File: src/rtl/clk_supervisor.sv
// DCM/PLL supervisor: sequences DCM reset and lock acquisition with bounded retries,
// releases downstream domain resets in a staggered order and drives per-channel clock enables.

module clk_supervisor_ce #(
  parameter int DIV_W = 8
) (
  input  logic             clk_in,
  input  logic             reset_n,
  input  logic             rst_n_q,
  input  logic             rst_n_d,
  input  logic [DIV_W-1:0] div,
  output logic             ce
);
  logic [DIV_W-1:0] cnt, div_q;

  // Keyed off the next channel reset so the enable drops in the same cycle as the reset.
  always_ff @(posedge clk_in) begin
    if (!reset_n) begin
      cnt   <= '0;
      div_q <= '0;
      ce    <= 1'b0;
    end else if (!rst_n_d) begin
      cnt   <= '0;
      div_q <= div;
      ce    <= 1'b0;
    end else if (!rst_n_q) begin
      cnt   <= '0;
      div_q <= div;
      ce    <= (div <= DIV_W'(1));
    end else if (div_q <= DIV_W'(1)) begin
      cnt   <= '0;
      div_q <= div;
      ce    <= 1'b1;
    end else if (cnt == div_q - DIV_W'(1)) begin
      cnt   <= '0;
      div_q <= div;
      ce    <= 1'b1;
    end else begin
      cnt   <= cnt + DIV_W'(1);
      ce    <= 1'b0;
    end
  end
endmodule

module clk_supervisor #(
  parameter int NUM_CH       = 2,
  parameter int RST_PULSE    = 4,
  parameter int LOCK_TIMEOUT = 65535,
  parameter int STAGGER      = 16,
  parameter int MAX_RETRY    = 7,
  parameter int DIV_W        = 8
) (
  input  logic                    clk_in,
  input  logic                    reset_n,
  input  logic                    dcm_locked,
  input  logic                    dcm_clkfx_stopped,
  input  logic                    relock_req,
  input  logic [NUM_CH*DIV_W-1:0] ch_div,
  output logic                    dcm_rst,
  output logic [NUM_CH-1:0]       ch_rst_n,
  output logic [NUM_CH-1:0]       ch_ce,
  output logic                    ready,
  output logic                    fault,
  output logic [3:0]              retry_cnt,
  output logic [7:0]              loss_cnt
);
  localparam int IDX_W = $clog2(NUM_CH + 1);

  typedef enum logic [2:0] {RST_DCM, WAIT_LOCK, RELEASE, RUN, FAULT} state_t;

  state_t            state, state_d;
  logic [15:0]       timer, timer_d;
  logic [15:0]       stag, stag_d;
  logic [IDX_W-1:0]  idx, idx_d;
  logic [3:0]        retry_d;
  logic [7:0]        loss_d;
  logic [NUM_CH-1:0] ch_rst_n_d;
  logic              lk1, lk2, st1, st2;
  logic              good;

  assign good = lk2 && !st2;

  always_comb begin
    state_d    = state;
    timer_d    = timer;
    stag_d     = stag;
    idx_d      = idx;
    retry_d    = retry_cnt;
    loss_d     = loss_cnt;
    ch_rst_n_d = ch_rst_n;
    unique case (state)
      RST_DCM: begin
        if (relock_req) begin
          timer_d = '0;
        end else if (timer == 16'(RST_PULSE - 1)) begin
          state_d = WAIT_LOCK;
          timer_d = '0;
        end else begin
          timer_d = timer + 16'd1;
        end
      end
      WAIT_LOCK: begin
        timer_d = timer + 16'd1;
        if (relock_req) begin
          state_d = RST_DCM;
          timer_d = '0;
        end else if (good) begin
          state_d = RELEASE;
          idx_d   = '0;
          stag_d  = '0;
        end else if (timer == 16'(LOCK_TIMEOUT)) begin
          retry_d = retry_cnt + 4'd1;
          timer_d = '0;
          state_d = (retry_d == 4'(MAX_RETRY)) ? FAULT : RST_DCM;
        end
      end
      RELEASE: begin
        if (!good || relock_req) begin
          state_d = RST_DCM;
          timer_d = '0;
        end else if (idx == IDX_W'(NUM_CH)) begin
          state_d = RUN;
          retry_d = '0;
        end else if (stag == 16'(STAGGER - 1)) begin
          stag_d = '0;
          idx_d  = idx + IDX_W'(1);
          for (int i = 0; i < NUM_CH; i++)
            if (IDX_W'(i) == idx) ch_rst_n_d[i] = 1'b1;
        end else begin
          stag_d = stag + 16'd1;
        end
      end
      RUN: begin
        if (!good || relock_req) begin
          state_d = RST_DCM;
          timer_d = '0;
          if (!good && loss_cnt != 8'hFF) loss_d = loss_cnt + 8'd1;
        end
      end
      FAULT: begin
        if (relock_req) begin
          state_d = RST_DCM;
          timer_d = '0;
          retry_d = '0;
        end
      end
      default: state_d = RST_DCM;
    endcase
    if (state_d == RST_DCM || state_d == WAIT_LOCK || state_d == FAULT) ch_rst_n_d = '0;
  end

  always_ff @(posedge clk_in) begin
    if (!reset_n) begin
      state     <= RST_DCM;
      timer     <= '0;
      stag      <= '0;
      idx       <= '0;
      retry_cnt <= '0;
      loss_cnt  <= '0;
      ch_rst_n  <= '0;
      dcm_rst   <= 1'b1;
      ready     <= 1'b0;
      fault     <= 1'b0;
      lk1       <= 1'b0;
      lk2       <= 1'b0;
      st1       <= 1'b0;
      st2       <= 1'b0;
    end else begin
      state     <= state_d;
      timer     <= timer_d;
      stag      <= stag_d;
      idx       <= idx_d;
      retry_cnt <= retry_d;
      loss_cnt  <= loss_d;
      ch_rst_n  <= ch_rst_n_d;
      dcm_rst   <= (state_d == RST_DCM) || (state_d == FAULT);
      ready     <= (state_d == RUN);
      fault     <= (state_d == FAULT);
      lk1       <= dcm_locked;
      lk2       <= lk1;
      st1       <= dcm_clkfx_stopped;
      st2       <= st1;
    end
  end

  for (genvar g = 0; g < NUM_CH; g++) begin : g_ce
    clk_supervisor_ce #(.DIV_W(DIV_W)) u_ce (
      .clk_in  (clk_in),
      .reset_n (reset_n),
      .rst_n_q (ch_rst_n[g]),
      .rst_n_d (ch_rst_n_d[g]),
      .div     (ch_div[g*DIV_W +: DIV_W]),
      .ce      (ch_ce[g])
    );
  end
endmodule

File: config.mk
export PLATFORM = sky130hd
export DESIGN_NAME = clk_supervisor
export DESIGN_NICKNAME = d
export VERILOG_FILES = /design/src/rtl/clk_supervisor.sv
export SDC_FILE = /design/constraint.sdc
export NUM_CORES = 1
export LEC_CHECK = 0
export BUFFER_PORTS_ARGS = -buffer_cell sky130_fd_sc_hd__buf_4
export CORE_UTILIZATION = 53
export CTS_BUF_LIST = sky130_fd_sc_hd__clkbuf_16
export DETAILED_ROUTE_END_ITERATION = 8
export GPL_TIMING_DRIVEN = 0
export PLACE_DENSITY = 0.74
export SYNTH_ARGS = -nofsm -noshare
export SYNTH_HDL_FRONTEND = slang
export SYNTH_SLANG_ARGS = --single-unit
File: constraint.sdc
create_clock -name clk_in -period 3.95 [get_ports clk_in]
set_clock_uncertainty 0.15 [all_clocks]
set_input_delay 0.5925 -clock clk_in [delete_from_list [all_inputs] [get_ports clk_in]]
set_output_delay 0.5925 -clock clk_in [all_outputs]
set_load 0.05 [all_outputs]
[Word level (Yosys, flattened, before mapping)]
Index checks and enable logic that the tools add are counted.
Cells by class
  $add $sub $neg: 9
  magnitude comparators: 4
  equality and inequality tests: 28
  muxes and demuxes: 59
  bitwise logic cells: 5
  reductions and logical operators: 24
Operators with widths (number)
  16-bit two-way mux: 12
  8-bit two-way mux: 8
  16-bit one-hot mux with 4 select lines: 1
  16-bit by 1-bit adder with 16-bit output, second input constant: 2
  8-bit by 1-bit less-or-equal comparator with 1-bit output, second input constant: 4
  16-bit one-hot mux with 2 select lines: 1
  3-bit two-way mux: 10
  8-bit by 1-bit adder with 8-bit output, second input constant: 3
  4-bit two-way mux: 6
  2-bit two-way mux: 10
  2-bit != test, second input constant: 9
  16-bit == test, second input constant: 1
  16-bit by 2-bit == test with 1-bit output, second input constant: 1
  16-bit by 4-bit == test with 1-bit output, second input constant: 1
  8-bit == test: 2
  8-bit by 1-bit subtractor with 8-bit output, second input constant: 2
  3-bit one-hot mux with 5 select lines: 1
  4-bit one-hot mux with 3 select lines: 1
  5-bit OR reduction: 2
  3-bit by 2-bit == test with 1-bit output, second input constant: 3
  1-bit two-way mux: 8
  4-bit by 2-bit != test with 1-bit output, second input constant: 2
  8-bit != test, second input constant: 1
  7-bit AND reduction: 1
  other kinds (23): 37
Storage, ports and cells
  register bits after elaboration: 92
  input bits: 21
  output and inout port bits: 19
  logic and storage cells: 149

[Depth between registers and ports, before layout]
  depth in word-level cells: 13
  gate-level depth with buffers: 11
  depth with buffers taken out: 9

[Modules after synthesis]
Synthesis repeated with hierarchy kept, for this count alone.
Second synthesis, totals
  cell total of the unflattened synthesis: 566
  area, all modules: 4903.5 um2
By module, submodules not included
  clk_supervisor: instances 1, cells each 343, area each 2924.1 um2, seq. area each 1161.1 um2
  clk_supervisor_ce (g_ce[0].u_ce): instances 1, cells each 115, area each 1024.7 um2, seq. area each 340.3 um2
  clk_supervisor_ce (g_ce[1].u_ce): instances 1, cells each 108, area each 954.7 um2, seq. area each 340.3 um2

[Worst setup path after synthesis]
Ideal clock, no wire load.
  path kind: input -> register
  from: in relock_req
  to: reg g_ce[1].u_ce.div_q[3]
  library setup time: 0.128 ns
  arrival: 2.437 ns
  data required time: 3.672 ns
  slack: 1.235 ns
  cell stages on the path: 7
  path buffers: 2
  cell sequence: clkbuf_1 nor4_1 nand3b_1 a21oi_4 buf_6 mux2i_1 nor2_1
Between the ends
  cells in the longest elaborated chain, start to end: 8
  elaborated cells between the ends (all ways): 17
  those cells by class: eq/ne: 3; mux: 10; reduce/logical: 4
Ends and longest elaborated chain
  from (decl): RTL line 57  | input logic relock_req,
  1-bit logical OR: RTL line 118, 134
  3-bit two-way mux (on tied branches): RTL line 134, 118
  3-bit one-hot mux with 5 select lines: RTL line 91  | unique case (state)
  3-bit by 1-bit == test with 1-bit output or 3-bit zero test (tied branches): RTL line 149  | if (state_d == RST_DCM || state_d == WAIT_LOCK || state_d == FAULT) ch_rst_n_d = '0;
  1-bit logical OR (2 in series): RTL line 149
  2-bit two-way mux (*): RTL line 149
  4-bit by 2-bit != test with 1-bit output (no source line) or 8-bit two-way mux (tied branches)
  to (signal assigned): RTL line 28  | div_q <= div;
  to (signal assigned): RTL line 32  | div_q <= div;
  to (signal assigned): RTL line 36  | div_q <= div;
  to (decl): RTL line 14  | logic [DIV_W-1:0] cnt, div_q;
Mark *: on every way between the ends. The rest lies on a longest branch, timed or not.
A chain may end at the register's enable or synchronous reset.

[Worst setup path in the final report]
  from: reg g_ce[1].u_ce.div_q[2]
  to: reg g_ce[1].u_ce.div_q[3]
Between the ends
  cells in the longest elaborated chain, start to end: 4
  elaborated cells between the ends (all ways): 7
  those cells by class: add/sub: 1; order compare: 1; eq/ne: 2; mux: 3
Ends and longest elaborated chain
  from (signal assigned): RTL line 24  | div_q <= div;
  from (signal assigned): RTL line 28
  from (signal assigned): RTL line 32
  branches (longest 4 deep; another with 8-bit by 1-bit subtractor with 8-bit output)
Parallel ways; which one is timed is not known.

==> results.txt <==
First-pass GRT wire length -> 16,550 um
Starting density of the core -> 0.5559
Synth cell types -> 57
Endpoint type of the worst setup path -> flop
Crit path max fanout -> 10
Synthesized net count -> 592
Internal Power -> 1411 uW
Core Area -> 0.008382 mm^2
Syn Std Cell Area -> 0.004659 mm^2
Critical path arrival -> 2820 ps
Vias in the first global route -> 3,605
Antenna Nets Post-Route -> 0
Routed WL -> 10,010 um
DR vias -> 3,993
CTS max path bufs -> 2
Die footprint -> 0.009170 mm^2
Hold_buf cts -> 0
Slew headroom -> 0.4450
Worst-path clk slew -> 70 ps
Net switching fraction of the power -> 0.2334
DR DRC count -> 0
Area post-placement -> 0.005076 mm^2
Drt pass-1 iters -> 4
Synth area leaders -> dfxtp_1, nor2_1, xor2_1
Number of synthesized flops with an enable pin -> 0
Row count -> 33
WL/cell -> 14.00 um
Critical Path RT -> 4010 ps
CP Launch Point -> g_ce[1].u_ce.div_q[2]
Reg2reg start -> g_ce[1].u_ce.div_q[2]
Ant diodes -> 0
Final setup fails -> 0
Asr flop ratio synth -> 0
Placer Congestion -> 0.8535
Final Util -> 0.6379
Port Buffers -> 38
Cells after Synth -> 557
Leakage -> 0.002094 uW
Combinational power share -> 0.057
Worst IR Drop VDD -> 0.2134 mV
Max-slew violation count -> 0
Final hold vios -> 0
Die height -> 95.76 um
Die width -> 95.76 um
Post-route cell area -> 0.005346 mm^2
Hold/Removal Path Class -> reg -> reg
Via density per instance -> 5.585
PostCTS Resize Cnt -> 0
DR iter-0 viols -> 127
Hold path startpoint -> lk1
Latest clock arrival within the worst-skew pair -> 340 ps
Clk root buf -> clkbuf_16
Top Ports -> 40
Seq/Total Area, Yosys -> 0.3953
Share of the synthesized area in the top cell type -> 0.3953
Proportion of power drawn by the clock network -> 0.424
Share of post-route cells with drive strength above 1 -> 0.1115
Most common cell after layout, fill and taps aside -> dfxtp_1
Pin count of the biggest net entering global routing -> 16
Final nets -> 641
Worst-margin pin slew -> 825.6 ps
RSZ-0062 raised after global routing -> false
Total negative slack -> 0 ps
Area growth, synth to finish -> 14.74%
PD cells -> 344.2 mW/mm^2
Reg power frac -> 0.518
Final min period -> 2762 ps
Clock Sinks -> 92
Mapped Avg Cell Area -> 8.365 um^2
Total grt overflow -> 0
Status -> finished clean
Initial antenna violation count -> 0
CP Launch Type -> flop
Crit Path Category -> reg -> reg
Hpwl dp -> 7317 um
NetSw -> 429.5 uW
Max Cap Viol -> 0
Synth Register Bits -> 92
Post-CTS setup buffer count -> 0
Total track usage -> 0.2319
Post-synth top flop -> dfxtp_1
H-tree depth -> 3
Yosys warning count -> 0
Num CTS Buffers -> 9
Commonest cells after routing, fill and taps aside -> dfxtp_1, nor2_1, buf_4
Period utilization -> 0.6992
# fillers -> 749
Top cell type by total area after synthesis -> dfxtp_1
Fmax -> 0.3621 GHz
CTS tree -> built
==> state kept, by name, summed over array words and instances (netlist names), 2 cells and up <==
register         count
stag                16
retry_cnt            4
g_ce.u_ce.ce         2
g_ce.u_ce.cnt       16
g_ce.u_ce.div_q     16
idx                  2
state                3
ch_rst_n             2
timer               16
loss_cnt             8
==> synth_stat cells, drive strengths merged (2+ instances only) <==
| cell | count |
|---|---|
| nor3 | 19 |
| nor2 | 85 |
| inv | 16 |
| nor2b | 6 |
| or4 | 6 |
| a21boi | 2 |
| and3 | 18 |
| buf | 7 |
| a21oi | 28 |
| nand3b | 3 |
| o211a | 2 |
| or2 | 3 |
| or3b | 2 |
| nand4 | 7 |
| and2 | 7 |
| nand2b | 5 |
| or3 | 8 |
| dfxtp | 92 |
| xor2 | 31 |
| a21o | 4 |
| a211oi | 2 |
| xnor2 | 30 |
| clkbuf | 16 |
| ha | 14 |
| and4 | 3 |
| o211ai | 2 |
| mux2i | 12 |
| nand2 | 31 |
| a22oi | 2 |
| nand3 | 40 |
| nor4 | 14 |
| nor3b | 4 |
| o21a | 4 |
| o21ai | 13 |
| o31ai | 3 |
| a31oi | 5 |
==> worst max-delay path: stages, from the launching register on <==
cell and delay, ps:
dfxtp_1 380, or4_4 570, or4_1 500, and3_1 190
o211a_2 140, a21oi_4 270, buf_6 200, mux2i_1 190
nor2_1 50
==> cell type report <==
cell class | count | area (um^2) | share of cell area
Multi-Input combinational cell | 426 | 2653 | 0.4961
Sequential cell | 92 | 1842 | 0.3445
Timing Repair Buffer | 38 | 285.3 | 0.05336
Clock buffer | 9 | 225.2 | 0.04212
Tap cell | 105 | 131.4 | 0.02457
Buffer | 23 | 111.4 | 0.02083
Inverter | 16 | 60.06 | 0.01123
Clock inverter | 6 | 38.79 | 0.007255
==> worst paths after layout <==
| kind | endpoint | slack [ps] | cells past startpoint |
|---|---|---|---|
| min reg2reg | lk2 | 300 | 1 |
| max | g_ce[1].u_ce.div_q[3] | 1190 | 8 |
| max reg2reg | g_ce[1].u_ce.div_q[3] | 1190 | 8 |
| min | lk2 | 300 | 1 |
==> power by group through the flow <==
stage	clock [uW]	combinational [uW]	sequential (uW)
5_1_grt	831	117	954
2_1_floorplan	0	70.8	970
3_5_place_dp	0	105	974
6_report	781	106	953
4_1_cts	789	106	953
3_3_place_gp	0	102	973
==> kinds of logic (layout without fill, tap and decap cells) <==
family / Yosys count / in the layout / share of synthesized area
buf+inv: 39 / 92 / 0.03679
simple gates: 264 / 264 / 0.2852
fa+ha+maj: 14 / 14 / 0.03759
compound gates: 74 / 74 / 0.1023
mux: 13 / 13 / 0.02820
xor+xnor: 61 / 61 / 0.1147
flops: 92 / 92 / 0.3953
==> metrics by stage <==
step           power (uW)  worst slack, ps  std cells  hold slack [ps]
2_1_floorplan        1041             1235        557            261.9
3_3_place_gp         1075            667.7        700            287.7
3_5_place_dp         1079            564.5        700            282.9
4_1_cts              1848            805.2        715            301.1
5_1_grt              1902             1039        715            318.3
6_report             1840             1188        715            297.3
==> layer usage <==
layer	up-vias	track usage	wire length (um)	part of all wire
li1	2032	-	-	-
met1	1867	0.3073	4815	0.48
met2	84	0.3798	4680	0.47
met3	10	0.03318	377	0.038
met4	0	0.09328	135	0.013
met5	-	0	0	0
No activity file was read; power rests on OpenSTA's default activity.
